## src/rtl/uart_fifo_bridge.sv

```systemverilog
// CPU-side TX/RX byte FIFOs in front of the UART register interface.
// The bridge is the only UART bus master: it polls status, feeds TX bytes and collects and acknowledges RX bytes.
module uart_fifo_bridge #(
  parameter int unsigned DEPTH = 16
) (
  input  logic       clk,
  input  logic       rst,
  input  logic       cpu_cs,
  input  logic       cpu_we,
  input  logic [1:0] cpu_addr,
  input  logic [7:0] cpu_dbw,
  output logic [7:0] cpu_dbr,
  output logic       irq,
  input  logic [7:0] u_dbr,
  output logic [7:0] u_dbw,
  output logic       u_addr,
  output logic       u_we
);

  localparam int unsigned AW = (DEPTH > 1) ? $clog2(DEPTH) : 1;
  localparam int unsigned CW = AW + 1;

  typedef enum logic [2:0] {
    POLL  = 3'd0,
    EVAL  = 3'd1,
    TXWR  = 3'd2,
    RXRD  = 3'd3,
    RXCAP = 3'd4
  } state_t;

  state_t state;

  logic [7:0]    tx_mem [DEPTH];
  logic [7:0]    rx_mem [DEPTH];
  logic [AW-1:0] tx_wp, tx_rp, rx_wp, rx_rp;
  logic [CW-1:0] tx_cnt, rx_cnt;
  logic          tx_ovf, rx_ovf, tx_ie, rx_ie;

  logic tx_full, tx_empty, rx_full, rx_empty;
  logic cpu_wr0, cpu_rd0, cpu_wr1;
  logic tx_push, tx_pop, tx_ovf_set;
  logic rx_req, rx_push, rx_pop, rx_ovf_set;
  logic ovf_clr;

  assign tx_full  = (tx_cnt == CW'(DEPTH));
  assign tx_empty = (tx_cnt == '0);
  assign rx_full  = (rx_cnt == CW'(DEPTH));
  assign rx_empty = (rx_cnt == '0);

  assign cpu_wr0 = cpu_cs &&  cpu_we && (cpu_addr == 2'd0);
  assign cpu_rd0 = cpu_cs && !cpu_we && (cpu_addr == 2'd0);
  assign cpu_wr1 = cpu_cs &&  cpu_we && (cpu_addr == 2'd1);
  assign ovf_clr = cpu_wr1 && cpu_dbw[0];

  // A simultaneous pop frees the slot, so a push into a full FIFO still lands.
  assign tx_pop     = (state == TXWR) && !tx_empty;
  assign tx_push    = cpu_wr0 && (!tx_full || tx_pop);
  assign tx_ovf_set = cpu_wr0 && tx_full && !tx_pop;

  assign rx_req     = (state == RXCAP);
  assign rx_pop     = cpu_rd0 && !rx_empty;
  assign rx_push    = rx_req && (!rx_full || rx_pop);
  assign rx_ovf_set = rx_req && rx_full && !rx_pop;

  // UART bus signals are a pure decode of the master state.
  assign u_we   = (state == TXWR) || (state == RXCAP);
  assign u_addr = !((state == TXWR) || (state == RXRD));
  assign u_dbw  = tx_mem[tx_rp];

  always_ff @(posedge clk or posedge rst) begin
    if (rst) begin
      for (int i = 0; i < int'(DEPTH); i++) tx_mem[i] <= 8'h00;
    end else if (tx_push) begin
      tx_mem[tx_wp] <= cpu_dbw;
    end
  end

  always_ff @(posedge clk or posedge rst) begin
    if (rst) begin
      for (int i = 0; i < int'(DEPTH); i++) rx_mem[i] <= 8'h00;
    end else if (rx_push) begin
      rx_mem[rx_wp] <= u_dbr;
    end
  end

  always_ff @(posedge clk or posedge rst) begin
    if (rst) begin
      tx_wp  <= '0;
      tx_rp  <= '0;
      tx_cnt <= '0;
      rx_wp  <= '0;
      rx_rp  <= '0;
      rx_cnt <= '0;
    end else begin
      if (tx_push) tx_wp <= tx_wp + AW'(1);
      if (tx_pop)  tx_rp <= tx_rp + AW'(1);
      tx_cnt <= tx_cnt + CW'(tx_push) - CW'(tx_pop);
      if (rx_push) rx_wp <= rx_wp + AW'(1);
      if (rx_pop)  rx_rp <= rx_rp + AW'(1);
      rx_cnt <= rx_cnt + CW'(rx_push) - CW'(rx_pop);
    end
  end

  // Sticky overflow flags: a set in the same cycle as a clear wins.
  always_ff @(posedge clk or posedge rst) begin
    if (rst) begin
      tx_ovf <= 1'b0;
      rx_ovf <= 1'b0;
      tx_ie  <= 1'b0;
      rx_ie  <= 1'b0;
    end else begin
      if (tx_ovf_set)   tx_ovf <= 1'b1;
      else if (ovf_clr) tx_ovf <= 1'b0;
      if (rx_ovf_set)   rx_ovf <= 1'b1;
      else if (ovf_clr) rx_ovf <= 1'b0;
      if (cpu_wr1) begin
        rx_ie <= cpu_dbw[1];
        tx_ie <= cpu_dbw[2];
      end
    end
  end

  always_ff @(posedge clk or posedge rst) begin
    if (rst) begin
      cpu_dbr <= 8'h00;
    end else if (cpu_cs && !cpu_we) begin
      case (cpu_addr)
        2'd0:    cpu_dbr <= rx_empty ? 8'h00 : rx_mem[rx_rp];
        2'd1:    cpu_dbr <= {tx_full, tx_empty, rx_full, rx_empty,
                             tx_ovf, rx_ovf, tx_ie, rx_ie};
        2'd2:    cpu_dbr <= 8'(tx_cnt);
        default: cpu_dbr <= 8'(rx_cnt);
      endcase
    end
  end

  always_ff @(posedge clk or posedge rst) begin
    if (rst) irq <= 1'b0;
    else     irq <= (rx_ie && !rx_empty) || (tx_ie && tx_empty);
  end

  // UART master: status in EVAL is the value sampled during POLL; RX wins over TX.
  always_ff @(posedge clk or posedge rst) begin
    if (rst) begin
      state <= POLL;
    end else begin
      case (state)
        POLL:    state <= EVAL;
        EVAL: begin
          if (u_dbr[6])                      state <= RXRD;
          else if (!u_dbr[7] && !tx_empty)   state <= TXWR;
          else                               state <= POLL;
        end
        TXWR:    state <= POLL;
        RXRD:    state <= RXCAP;
        RXCAP:   state <= POLL;
        default: state <= POLL;
      endcase
    end
  end

endmodule

```

## config.mk

```make
export PLATFORM = sky130hd
export DESIGN_NAME = uart_fifo_bridge
export DESIGN_NICKNAME = d
export VERILOG_FILES = /design/src/rtl/uart_fifo_bridge.sv
export SDC_FILE = /design/constraint.sdc
export NUM_CORES = 1
export LEC_CHECK = 0
export CORE_MARGIN = 2
export CORE_UTILIZATION = 30
export CTS_CLUSTER_SIZE = 8
export DETAILED_ROUTE_END_ITERATION = 16
export MAX_ROUTING_LAYER = met4
export SLEW_MARGIN = 10
export SYNTH_ARGS = -nofsm -noshare
export SYNTH_HDL_FRONTEND = slang
export SYNTH_SLANG_ARGS = --single-unit
```

## constraint.sdc

```tcl
create_clock -name clk -period 22.9 [get_ports clk]
set_input_delay 4.58 -clock clk [delete_from_list [all_inputs] [get_ports clk]]
set_output_delay 4.58 -clock clk [all_outputs]
set_load 0.02 [all_outputs]
```

==> impl_metrics.ini <==
[outcome]
status = completed

[power_and_ir_drop]
p_per_area_nw_per_um2 = 115
ir_drop_mv = 0.0677
switching_share = 0.306
seqPwrFrac = 0.404
p_sw_mw = 0.571
clkPwrFrac = 0.305
combPwrFrac = 0.292
internal_power_mw = 1.30
p_leak_nw = 7.07

[grt]
antenna_found_initial = 0
grt_pass1_vias = 8530
grt_max_degree = 164
grt-ovfl-total = 0
grt_pass1_wl_mm = 52.0
grt_usage = 0.140

[yosys]
synth_cell_types = 49
synth.yosys.seq_area_share = 0.528
synth_warnings = 0
synth_edf_count = 0
synth_nets = 994
synth.most_common_cell = dfrtp_1
synthTopCellsByCount = dfrtp_1 (298), mux2_2 (260), mux4_2 (67), clkbuf_1 (34), nand2_1 (29)
synth_top_cell_by_area = dfrtp_1
avgSynthCellArea_um2 = 14.9
ys.flop_type = dfrtp_1
syn_area_um2 = 14100
synthCells = 948
synth_area_leaders = dfrtp_1 (53%), mux2_2 (21%), mux4_2 (11%), ha_1 (1.9%), a211oi_4 (1.4%)
ys_ff_latch = 298
synth_top_area_frac = 0.528
synthArstFlopShare = 1.00

[clocking]
ctsResizeCount = 0
cts_setup_buffers = 0
clk_path_buf_depth = 3
cts_buffers = 43
cts-root-buf = clkbuf_16
clkTransAtPathRegs_ns = 0.05
htreeDepth = 2
cts_tree = done
cts.sinks = 298
hold_buffers = 0
clk_latency_ns = 0.54

[die]
die_area_um2 = 48900
die_h_um = 221
ios = 41
rows = 79
start_util = 0.304
die_w_um = 221
coreArea_um2 = 46600

[min_path]
hold_path_class = reg -> reg
hold_depth = 1

[sta]
period_minus_slack_ns = 7.73
tightest_slew_ns = 1.08
slew_viol_final = 0
tns_ns = 0
setup_viol = 0
grt_setup_unrepaired = false
hold_viol = 0
max_freq_mhz = 129
skew_ns = 0.0270
fin_crit_sh = 0.338
maxSlewHeadroom = 0.280

[setup_path]
critPathRequiredTime_ns = 18.32
worst-path-buf-inv = 2
critPathMostFrequentCell = mux4_2
crit_type = reg -> out
cp_max_fo = 35
cp_num_cells = 4
critical-path-max-stage-delay_ns = 0.62
cp-end-kind = output port
crit_path_top_delay_cell = mux4_2
cp_top_family = buffers and inverters
ff2ff_path_depth = 16
startpoint_type = flop
arrival_ns = 3.15
worstPathCellList = buf_4, mux4_2, mux4_2, clkdlybuf4s50_1

[route]
via_per_inst = 5.01
drt_wl_total_mm = 32.5
drc = 0
dr_total_vias = 7996
drt_iter0_markers = 508
antenna_left = 0
dr.pass1.iters = 6
drt-wirelength-per-cell_um = 20.4

[placement]
dp_hpwl_mm = 20.8
port_buffers = 40
gp_congestion = 0.778

[final_layout]
final_util = 0.350
area_growth_pct = 15.3
final_layout_size_suffix_gt1_frac = 0.419
nets = 1029
fillerInstances = 4466

[flow_run]
drv_cap = 0
==> worst register-to-register path: stages (launching register included) <==
cell and delay [ns]:
dfrtp_1 0.40, inv_1 0.09, ha_1 0.23, nor4b_1 0.15, buf_4 0.17, or3_4 0.57
a21oi_1 0.36, inv_1 0.09, ha_1 0.30, inv_1 0.06, ha_1 0.15, inv_1 0.06
fa_1 0.40, inv_1 0.07, a21oi_1 0.07, o21bai_1 0.16, xnor2_1 0.13
==> state kept, by name (all words and copies together) (netlist names) <==
register and flops:
rx_wp 4, rx_cnt 5, tx_ovf 1, tx_wp 4
tx_rp 4, rx_ie 1, rx_ovf 1, state 3
tx_mem 128, irq 1, tx_cnt 5, cpu_dbr 8
tx_ie 1, rx_mem 128, rx_rp 4
==> area by class of cell <==
class | count | area, µm² | share of cell area
Clock buffer | 48 | 1120 | 0.0685
Tap cell | 607 | 759 | 0.0466
Timing Repair Buffer | 49 | 480 | 0.0295
Sequential cell | 298 | 7460 | 0.458
Multi-Input combinational cell | 567 | 6320 | 0.388
Inverter | 24 | 97.6 | 0.00599
Clock inverter | 3 | 55.1 | 0.00338
Antenna cell | 1 | 2.50 | 0.000154
==> power groups by stage <==
stage                     registers, mW  clock network, mW  logic, mW
final                             0.754              0.569      0.545
after global placement            0.757                  0      0.543
after CTS                         0.755              0.584      0.557
after floorplan                   0.717                  0      0.438
after global routing              0.772              0.609      0.597
after detailed placement          0.762                  0      0.557
==> routing by layer <==
| layer | track usage | vias to the layer above | wire, µm |
|---|---|---|---|
| met5 | - | - | 0 |
| met4 | 0.0388 | 0 | 667 |
| met3 | 0.0250 | 42 | 1230 |
| met2 | 0.223 | 124 | 15700 |
| met1 | 0.185 | 4245 | 14900 |
| li1 | - | 3585 | - |
==> cell usage in the layout (no fill, tap or decap), types with 3 or more instances in the layout <==
master	n
ha_1	22
clkbuf_1	4
clkbuf_16	44
mux2_2	260
nand3_2	8
nand2_1	29
nor2b_1	12
a31oi_1	4
xor2_1	6
nor2_1	18
inv_1	23
buf_4	8
clkdlybuf4s50_1	40
dfrtp_1	296
o2111ai_2	4
o21ai_0	12
a21oi_1	13
a22oi_1	7
nand3_1	21
a211oi_4	11
mux4_2	67
xnor2_1	14
mux2i_1	12
a211o_1	4
nand4_1	12
a41oi_1	3
==> stage by stage <==
step / total power, mW / cell area [µm²] / cells / setup slack, ns / hold WS (ns)
after global routing: 1.98 / 16300 / 1596 / 14.97 / 0.505
after detailed placement: 1.32 / 15100 / 1545 / 14.91 / 0.479
after floorplan: 1.16 / 14100 / 948 / 10.09 / 0.466
after global placement: 1.30 / 15100 / 1545 / 14.99 / 0.482
final: 1.87 / 16300 / 1597 / 15.17 / 0.492
after CTS: 1.90 / 16300 / 1596 / 15.05 / 0.496
==> path summary, 6_finish.rpt <==
check                           start  slack [ns]           to
min in group asynchronous         rst        4.63  tx_mem[106]
setup reg to reg            rx_cnt[2]       19.38    rx_cnt[4]
hold / removal             cpu_dbr[0]        0.49   cpu_dbr[0]
max in group asynchronous         rst       16.82   rx_mem[69]
setup / recovery             tx_rp[0]       15.17     u_dbw[0]
hold reg to reg            cpu_dbr[0]        0.49   cpu_dbr[0]
==> cells by family after synthesis <==
family	synth area share
multiplexers	0.322
AO/OA/AOI/OAI	0.0449
buffers and inverters	0.0257
AND/OR/NAND/NOR	0.0449
adder cells (fa/ha/maj)	0.0223
flip-flops	0.528
XOR/XNOR	0.0124
Note: power is estimated with default switching activity, not from simulation.
